**config.mk**
```make
export PLATFORM = sky130hd
export DESIGN_NAME = id_ex_stage_reg
export DESIGN_NICKNAME = d
export VERILOG_FILES = /design/src/rtl/id_ex_stage_reg.sv
export SDC_FILE = /design/constraint.sdc
export NUM_CORES = 1
export LEC_CHECK = 0
export ABC_CLOCK_PERIOD_IN_PS = 4490
export BUFFER_PORTS_ARGS = -buffer_cell sky130_fd_sc_hd__buf_2
export CORE_MARGIN = 2
export CORE_UTILIZATION = 30
export CTS_BUF_LIST = sky130_fd_sc_hd__clkbuf_4
export CTS_CLUSTER_DIAMETER = 60
export DETAILED_ROUTE_END_ITERATION = 8
export GPL_TIMING_DRIVEN = 0
export PLACE_DENSITY_LB_ADDON = 0.1
export SLEW_MARGIN = 5
export SYNTH_ARGS = -nofsm -noshare
export SYNTH_HDL_FRONTEND = slang
export SYNTH_SLANG_ARGS = --single-unit
```
**constraint.sdc**
```tcl
create_clock -name clk -period 4.49 [get_ports clk]
set_input_delay 0.6735 -clock clk [delete_from_list [all_inputs] [get_ports clk]]
set_output_delay 0.6735 -clock clk [all_outputs]
set_load 0.02 [all_outputs]
```
**src/rtl/id_ex_stage_reg.sv**
```systemverilog
// Decode-to-execute pipeline register with load-use bubble insertion.
// Latency: 1 cycle from decode to EX; hazard_stall is combinational in the same cycle.
// Backpressure: stall_in holds all EX contents; flush overrides stall and clears EX.
//
// Ports:
//   clk, rst            clock and async active-high reset
//   flush, stall_in     branch kill and downstream hold
//   id_*                decode-slot payload (register file read data and decoded fields)
//   wb_we/addr/data     writeback port, used only for same-cycle bypass
//   hazard_stall        freeze PC and IF/ID this cycle
//   ex_*                registered payload presented to execute
//   bubble_cnt          saturating count of load-use bubbles
//
// Optional feature macro: WB_BYPASS_EN (writeback-to-operand bypass on capture).
module id_ex_stage_reg #(
    parameter int DATA_W = 16,
    parameter int ADDR_W = 5,
    parameter int CTRL_W = 8,
    parameter int PC_W   = 16
) (
    input  logic              clk,
    input  logic              rst,
    input  logic              flush,
    input  logic              stall_in,
    input  logic              id_valid,
    input  logic [PC_W-1:0]   id_pc,
    input  logic [DATA_W-1:0] id_rdata1,
    input  logic [DATA_W-1:0] id_rdata2,
    input  logic [ADDR_W-1:0] id_rs1,
    input  logic [ADDR_W-1:0] id_rs2,
    input  logic [ADDR_W-1:0] id_rd,
    input  logic              id_use_rs1,
    input  logic              id_use_rs2,
    input  logic [DATA_W-1:0] id_imm,
    input  logic [CTRL_W-1:0] id_ctrl,
    input  logic              id_mem_read,
    input  logic              id_reg_write,
    input  logic              wb_we,
    input  logic [ADDR_W-1:0] wb_addr,
    input  logic [DATA_W-1:0] wb_data,
    output logic              hazard_stall,
    output logic              ex_valid,
    output logic [PC_W-1:0]   ex_pc,
    output logic [DATA_W-1:0] ex_op1,
    output logic [DATA_W-1:0] ex_op2,
    output logic [ADDR_W-1:0] ex_rs1,
    output logic [ADDR_W-1:0] ex_rs2,
    output logic [ADDR_W-1:0] ex_rd,
    output logic [DATA_W-1:0] ex_imm,
    output logic [CTRL_W-1:0] ex_ctrl,
    output logic              ex_mem_read,
    output logic              ex_reg_write,
    output logic [15:0]       bubble_cnt
);

    typedef struct packed {
        logic              valid;
        logic [PC_W-1:0]   pc;
        logic [DATA_W-1:0] op1;
        logic [DATA_W-1:0] op2;
        logic [ADDR_W-1:0] rs1;
        logic [ADDR_W-1:0] rs2;
        logic [ADDR_W-1:0] rd;
        logic [DATA_W-1:0] imm;
        logic [CTRL_W-1:0] ctrl;
        logic              mem_read;
        logic              reg_write;
    } ex_t;

    ex_t         ex_q, ex_d, id_cap;
    logic [15:0] bubble_cnt_q, bubble_cnt_d;
    logic [DATA_W-1:0] op1_sel, op2_sel;
    logic        load_use;

`ifdef WB_BYPASS_EN
    // A write landing this cycle is not yet visible on the register file read ports.
    assign op1_sel = (wb_we && (wb_addr == id_rs1)) ? wb_data : id_rdata1;
    assign op2_sel = (wb_we && (wb_addr == id_rs2)) ? wb_data : id_rdata2;
`else
    logic wb_unused;
    assign wb_unused = ^{wb_we, wb_addr, wb_data};
    assign op1_sel   = id_rdata1;
    assign op2_sel   = id_rdata2;
`endif

    // Register 0 is treated like any other register here.
    assign load_use = ex_q.valid & ex_q.mem_read & ex_q.reg_write & id_valid &
                      ((id_use_rs1 & (id_rs1 == ex_q.rd)) |
                       (id_use_rs2 & (id_rs2 == ex_q.rd)));

    assign hazard_stall = ~rst & ~flush & (stall_in | load_use);

    always_comb begin
        id_cap           = '0;
        id_cap.valid     = id_valid;
        id_cap.pc        = id_pc;
        id_cap.op1       = op1_sel;
        id_cap.op2       = op2_sel;
        id_cap.rs1       = id_rs1;
        id_cap.rs2       = id_rs2;
        id_cap.rd        = id_rd;
        id_cap.imm       = id_imm;
        // An empty slot must never carry side-effecting control into EX.
        id_cap.ctrl      = id_valid ? id_ctrl : '0;
        id_cap.mem_read  = id_valid & id_mem_read;
        id_cap.reg_write = id_valid & id_reg_write;
    end

    always_comb begin
        ex_d         = ex_q;
        bubble_cnt_d = bubble_cnt_q;
        if (flush) begin
            ex_d = '0;
        end else if (stall_in) begin
            ex_d = ex_q;
        end else if (load_use) begin
            // The bubble in EX cannot match next cycle, so one bubble resolves the hazard.
            ex_d = '0;
            if (bubble_cnt_q != 16'hFFFF) begin
                bubble_cnt_d = bubble_cnt_q + 16'd1;
            end
        end else begin
            ex_d = id_cap;
        end
    end

    always_ff @(posedge clk or posedge rst) begin
        if (rst) begin
            ex_q         <= '0;
            bubble_cnt_q <= '0;
        end else begin
            ex_q         <= ex_d;
            bubble_cnt_q <= bubble_cnt_d;
        end
    end

    assign ex_valid     = ex_q.valid;
    assign ex_pc        = ex_q.pc;
    assign ex_op1       = ex_q.op1;
    assign ex_op2       = ex_q.op2;
    assign ex_rs1       = ex_q.rs1;
    assign ex_rs2       = ex_q.rs2;
    assign ex_rd        = ex_q.rd;
    assign ex_imm       = ex_q.imm;
    assign ex_ctrl      = ex_q.ctrl;
    assign ex_mem_read  = ex_q.mem_read;
    assign ex_reg_write = ex_q.reg_write;
    assign bubble_cnt   = bubble_cnt_q;

endmodule

```
=== Yosys cells after proc, flatten, opt, wreduce, memory -nomap -nowiden ===
Cells that the tools add are included.

* Bits of input ports: 118
* Register bits after elaboration: 106

* Reductions and logical operators: 1
* Equal/unequal tests: 4
* Bitwise gates (word level): 15
* Muxes and demuxes: 4
* Add/subtract/negate cells: 1

{| class="wikitable"
|+ Operators by type and width
! cell !! count
|-
| two-way mux 90 bit || 3
|-
| adder 16 x 1 -> 16 bit, second input constant || 1
|-
| inequality test 16 bit, second input constant || 1
|-
| bitwise AND 1 bit || 10
|-
| == test 5 bit || 2
|-
| two-way mux 8 bit || 1
|-
| AND reduction 4 bit || 1
|-
| inverter 1 bit || 3
|-
| inequality test 2 bit, second input constant || 1
|-
| bitwise OR 1 bit || 2
|}

=== Longest topological paths before layout ===
* Depth after elaboration: 7
* Depth in mapped cells: 7
* Mapped depth without buffers: 6

=== Worst setup path before layout ===
OpenSTA, ideal clock, no wires.

* Path type: input port to output port
* From: in id_rs1[1]
* To: out hazard_stall
* Slack: 1851 ps
* Cell stages on the path: 6
* Buffers on the path: 1
* Data arrival time: 1965 ps
* Required time: 3817 ps
* Cell sequence: xnor2_1 -> nand4_1 -> o22ai_4 -> buf_2 -> nor2_1 -> nor3_1

* Longest elaborated chain between the ends: 6

{| class="wikitable"
|+ RTL lines
! what !! line !! source
|-
| start: declaration || 29 || <nowiki>input logic [ADDR_W-1:0] id_rs1,</nowiki>
|-
| == test 5 bit || 88 || <nowiki>((id_use_rs1 & (id_rs1 == ex_q.rd)) |</nowiki>
|-
| bitwise AND 1 bit || 88 ||
|-
| bitwise OR 1 bit || 88 ||
|-
| bitwise AND 1 bit || 87 || <nowiki>assign load_use = ex_q.valid & ex_q.mem_read & ex_q.reg_write & id_valid &</nowiki>
|-
| bitwise OR 1 bit || 91 || <nowiki>assign hazard_stall = ~rst & ~flush & (stall_in | load_use);</nowiki>
|-
| bitwise AND 1 bit || 91 ||
|-
| end: declaration || 41 || <nowiki>output logic hazard_stall,</nowiki>
|}

No other way between the ends.

=== Final worst setup path ===
* From: reg ex_q (netlist bit ex_rd[2])
* To: out hazard_stall

* Longest elaborated chain between the ends: 6

{| class="wikitable"
|+ RTL lines
! what !! line !! source
|-
| start: declaration || 70 || <nowiki>ex_t ex_q, ex_d, id_cap;</nowiki>
|-
| start signal: assignment || 129 || <nowiki>ex_q <= '0;</nowiki>
|-
| start signal: assignment || 132 || <nowiki>ex_q <= ex_d;</nowiki>
|-
| == test 5 bit (on tied branches) || 88, 89 ||
|-
| bitwise AND 1 bit (on tied branches) || 88, 89 ||
|-
| bitwise OR 1 bit * || 88 ||
|-
| bitwise AND 1 bit * || 87 ||
|-
| bitwise OR 1 bit * || 91 ||
|-
| bitwise AND 1 bit * || 91 ||
|}

Every way passes the cells marked *; elsewhere a longest branch is shown, timed or not.

==> flow_summary.toml <==
[run_status]
status = "finished clean"

[global_route]
top_usage_layer = "met2"
grt-ovfl-total = 0
track_usage = 0.163
first_global_vias = 3372
use_met1 = 0.223
grt_pass1_wl_mm = 18.4
antenna_found_initial = 1
met2_usage = 0.252
grt_max_degree = 90
use_met3 = 0.0346

[clock_network]
cts_post_setup_buffers_inserted = 0
numCtsBuffers = 9
tritoncts = "done"
clock_latency_ns = 0.47
cts-root-buf = "clkbuf_4"
cts_sinks = 106
path_clk_slew_ns = 0.15
cts_resized = 0
clk_path_buf_depth = 2
htree_levels = 3
cts-hold-fix-buffers = 0

[logic_synthesis]
synth_cell_types = 28
synth-edff-count = 0
synth_nets = 420
synthArstFlopShare = 1.00
syn_area_per_cell_sq_um = 13.8
yosysTopAreaCellShare = 0.640
synth_seq_cells = 106
synthesis.area_sq_um = 4140
netlist_instances = 301
synth_flop_cell = "dfrtp_1"
yosysTopAreaCell = "dfrtp_1"
synth_warnings = 0
seq_area_frac_synth = 0.640
ys_top_cells_by_area = "dfrtp_1 (64%), a22o_1 (19%), xnor2_1 (4.9%), nand3_1 (1.4%), buf_2 (1.2%)"

[worst_hold_path]
hp-class = "input port to async pin"

[die]
core_sq_um = 13300
start_util = 0.310
ios = 225
rows = 42
fp.dieH_um = 122
die-width_um = 122
dieArea_sq_um = 14800

[cells_and_area]
fillerInstances = 1345
fin_util = 0.419
layout-drive-gt1-share = 0.451
final_nets = 632
syn2layout_area_growth_pct = 35.1
layout_commonest_cell = "buf_2"
mostFrequentLayoutCells = "buf_2 (210), dfrtp_1 (106), a22o_1 (89)"

[worst_setup_path]
required_ns = 3.82
start_kind = "flip-flop"
endpoint_kind = "output pin"
critPathKind = "flip-flop to output pin"
cp-startpoint = "ex_rd[2]$_DFFE_PP0P_"
worst-path-max-fanout = 10
r2r-start = "bubble_cnt[0]$_DFFE_PP0P_"
cp.arrival_ns = 2.36

[detailed_routing]
drcViolationCount = 0
dr.pass1.iters = 4
drt-vias-per-instance = 4.84
route.vias.total = 3359
drt-initial-drc-count = 206
wl_mm = 11.8
wl_per_cell_um = 17.0
final_antenna_net_count = 0

[sta]
finalCriticalPeriod_ns = 3.03
layout_setup_ws_ns = 1.46
tightest_slew_ns = 0.638
setup_viol = 0
final.period_utilization = 0.675
skew_ns = 0.0152
finalHoldViolations = 0
drv_slew = 0
max_freq_ghz = 0.330
grt_setup_unrepaired = "false"
slew_headroom = 0.572

[power_and_ir_drop]
vdd_ir_drop_max_mv = 0.141
power_uw = 1930
power_density_nw_per_um2 = 345
leakage_uw = 0.00298

[placement]
place.gp.congestion = 0.737
io_buffers = 200
hpwl_mm = 8.57
dpl_worst_slack_ns = 1.60

[flow_run]
drv_cap = 0
Yosys cell counts, types with 2 or more instances:
| cell | instances |
|---|---|
| dfrtp_1 | 106 |
| a22o_1 | 89 |
| xnor2_1 | 23 |
| nand3_1 | 12 |
| clkbuf_1 | 11 |
| buf_2 | 10 |
| nand2_1 | 8 |
| nand4_1 | 6 |
| nor2_1 | 5 |
| and4_1 | 4 |
| nor3_1 | 4 |
| nand4b_1 | 3 |
| nor4b_1 | 3 |
| buf_6 | 2 |
| inv_1 | 2 |
final timing paths:
kind                            slack (ns)  cells after the start                        end
worst max-delay path                  1.46                      7               hazard_stall
worst min-delay path                  0.12                      2  bubble_cnt[7]$_DFFE_PP0P_
worst max register to register        2.41                      7  bubble_cnt[1]$_DFFE_PP0P_
worst min register to register        0.51                      1     ex_op2[11]$_DFFE_PP0P_
max in group asynchronous             3.67                      3      ex_op1[3]$_DFFE_PP0P_
min in group clk                      0.41                      2     ex_op2[12]$_DFFE_PP0P_
cells by family (layout without fill, tap and decap cells):
group                      after synthesis  after routing  share of synthesized area
other                                    0              1                          0
AOI/OAI and AO/OA                       93             93                      0.197
DFF                                    106            106                      0.640
buffers and inverters                   25            241                     0.0293
muxes                                    1              1                    0.00272
adders and majority gates                1              1                    0.00302
and+or+nand+nor                         51             51                     0.0767
xor gates and xnor gates                24             24                     0.0507
worst max-delay path, stage by stage (launching register included):
cell and delay (ns):
dfrtp_1 0.47, xnor2_1 0.21, nand4_1 0.17, o22ai_4 0.36, buf_2 0.30, nor2_1 0.06, nor3_1 0.12, buf_2 0.19
where the power goes:
| group | internal [uW] | switching, uW |
|---|---|---|
| Clock | 333 | 309 |
| Combinational | 109 | 156 |
| Sequential | 998 | 26.6 |
| Total | 1440 | 492 |
metal layers:
layer  vias up  routed length (um)
met5         -                   0
met4         0                 216
met3        12                 815
met2       138                5580
met1      1646                5210
li1       1563                   -
cell type report:
type	count	area (sq um)	share of cell area
antenna	1	2.50	0.000447
buffer	23	114	0.0203
clock buffer	9	67.6	0.0121
clock inverter	6	130	0.0232
inverter	2	12.5	0.00224
multi-input combinational	170	1370	0.245
sequential	106	2650	0.474
tap	176	220	0.0393
timing repair buffer	201	1030	0.184
state kept, by name, indices dropped and copies added (netlist names):
signal        cells
bubble_cnt       16
ex_imm           16
ex_op1           16
ex_op2           16
ex_pc            16
ex_ctrl           8
ex_rd             5
ex_rs1            5
ex_rs2            5
ex_mem_read       1
ex_reg_write      1
ex_valid          1
through the flow:
| step | instances | hold WS, ns | TNS (ns) | instance area (sq um) |
|---|---|---|---|---|
| 2_1_floorplan | 301 | 0.593 | 0 | 4140 |
| 3_3_place_gp | 677 | 0.477 | -39.92 | 5370 |
| 3_5_place_dp | 678 | 0.476 | 0 | 5400 |
| 4_1_cts | 693 | 0.0840 | 0 | 5600 |
| 5_1_grt | 694 | 0.103 | 0 | 5600 |
| 6_report | 694 | 0.125 | 0 | 5600 |
Note: power is estimated with default switching activity, not from simulation.
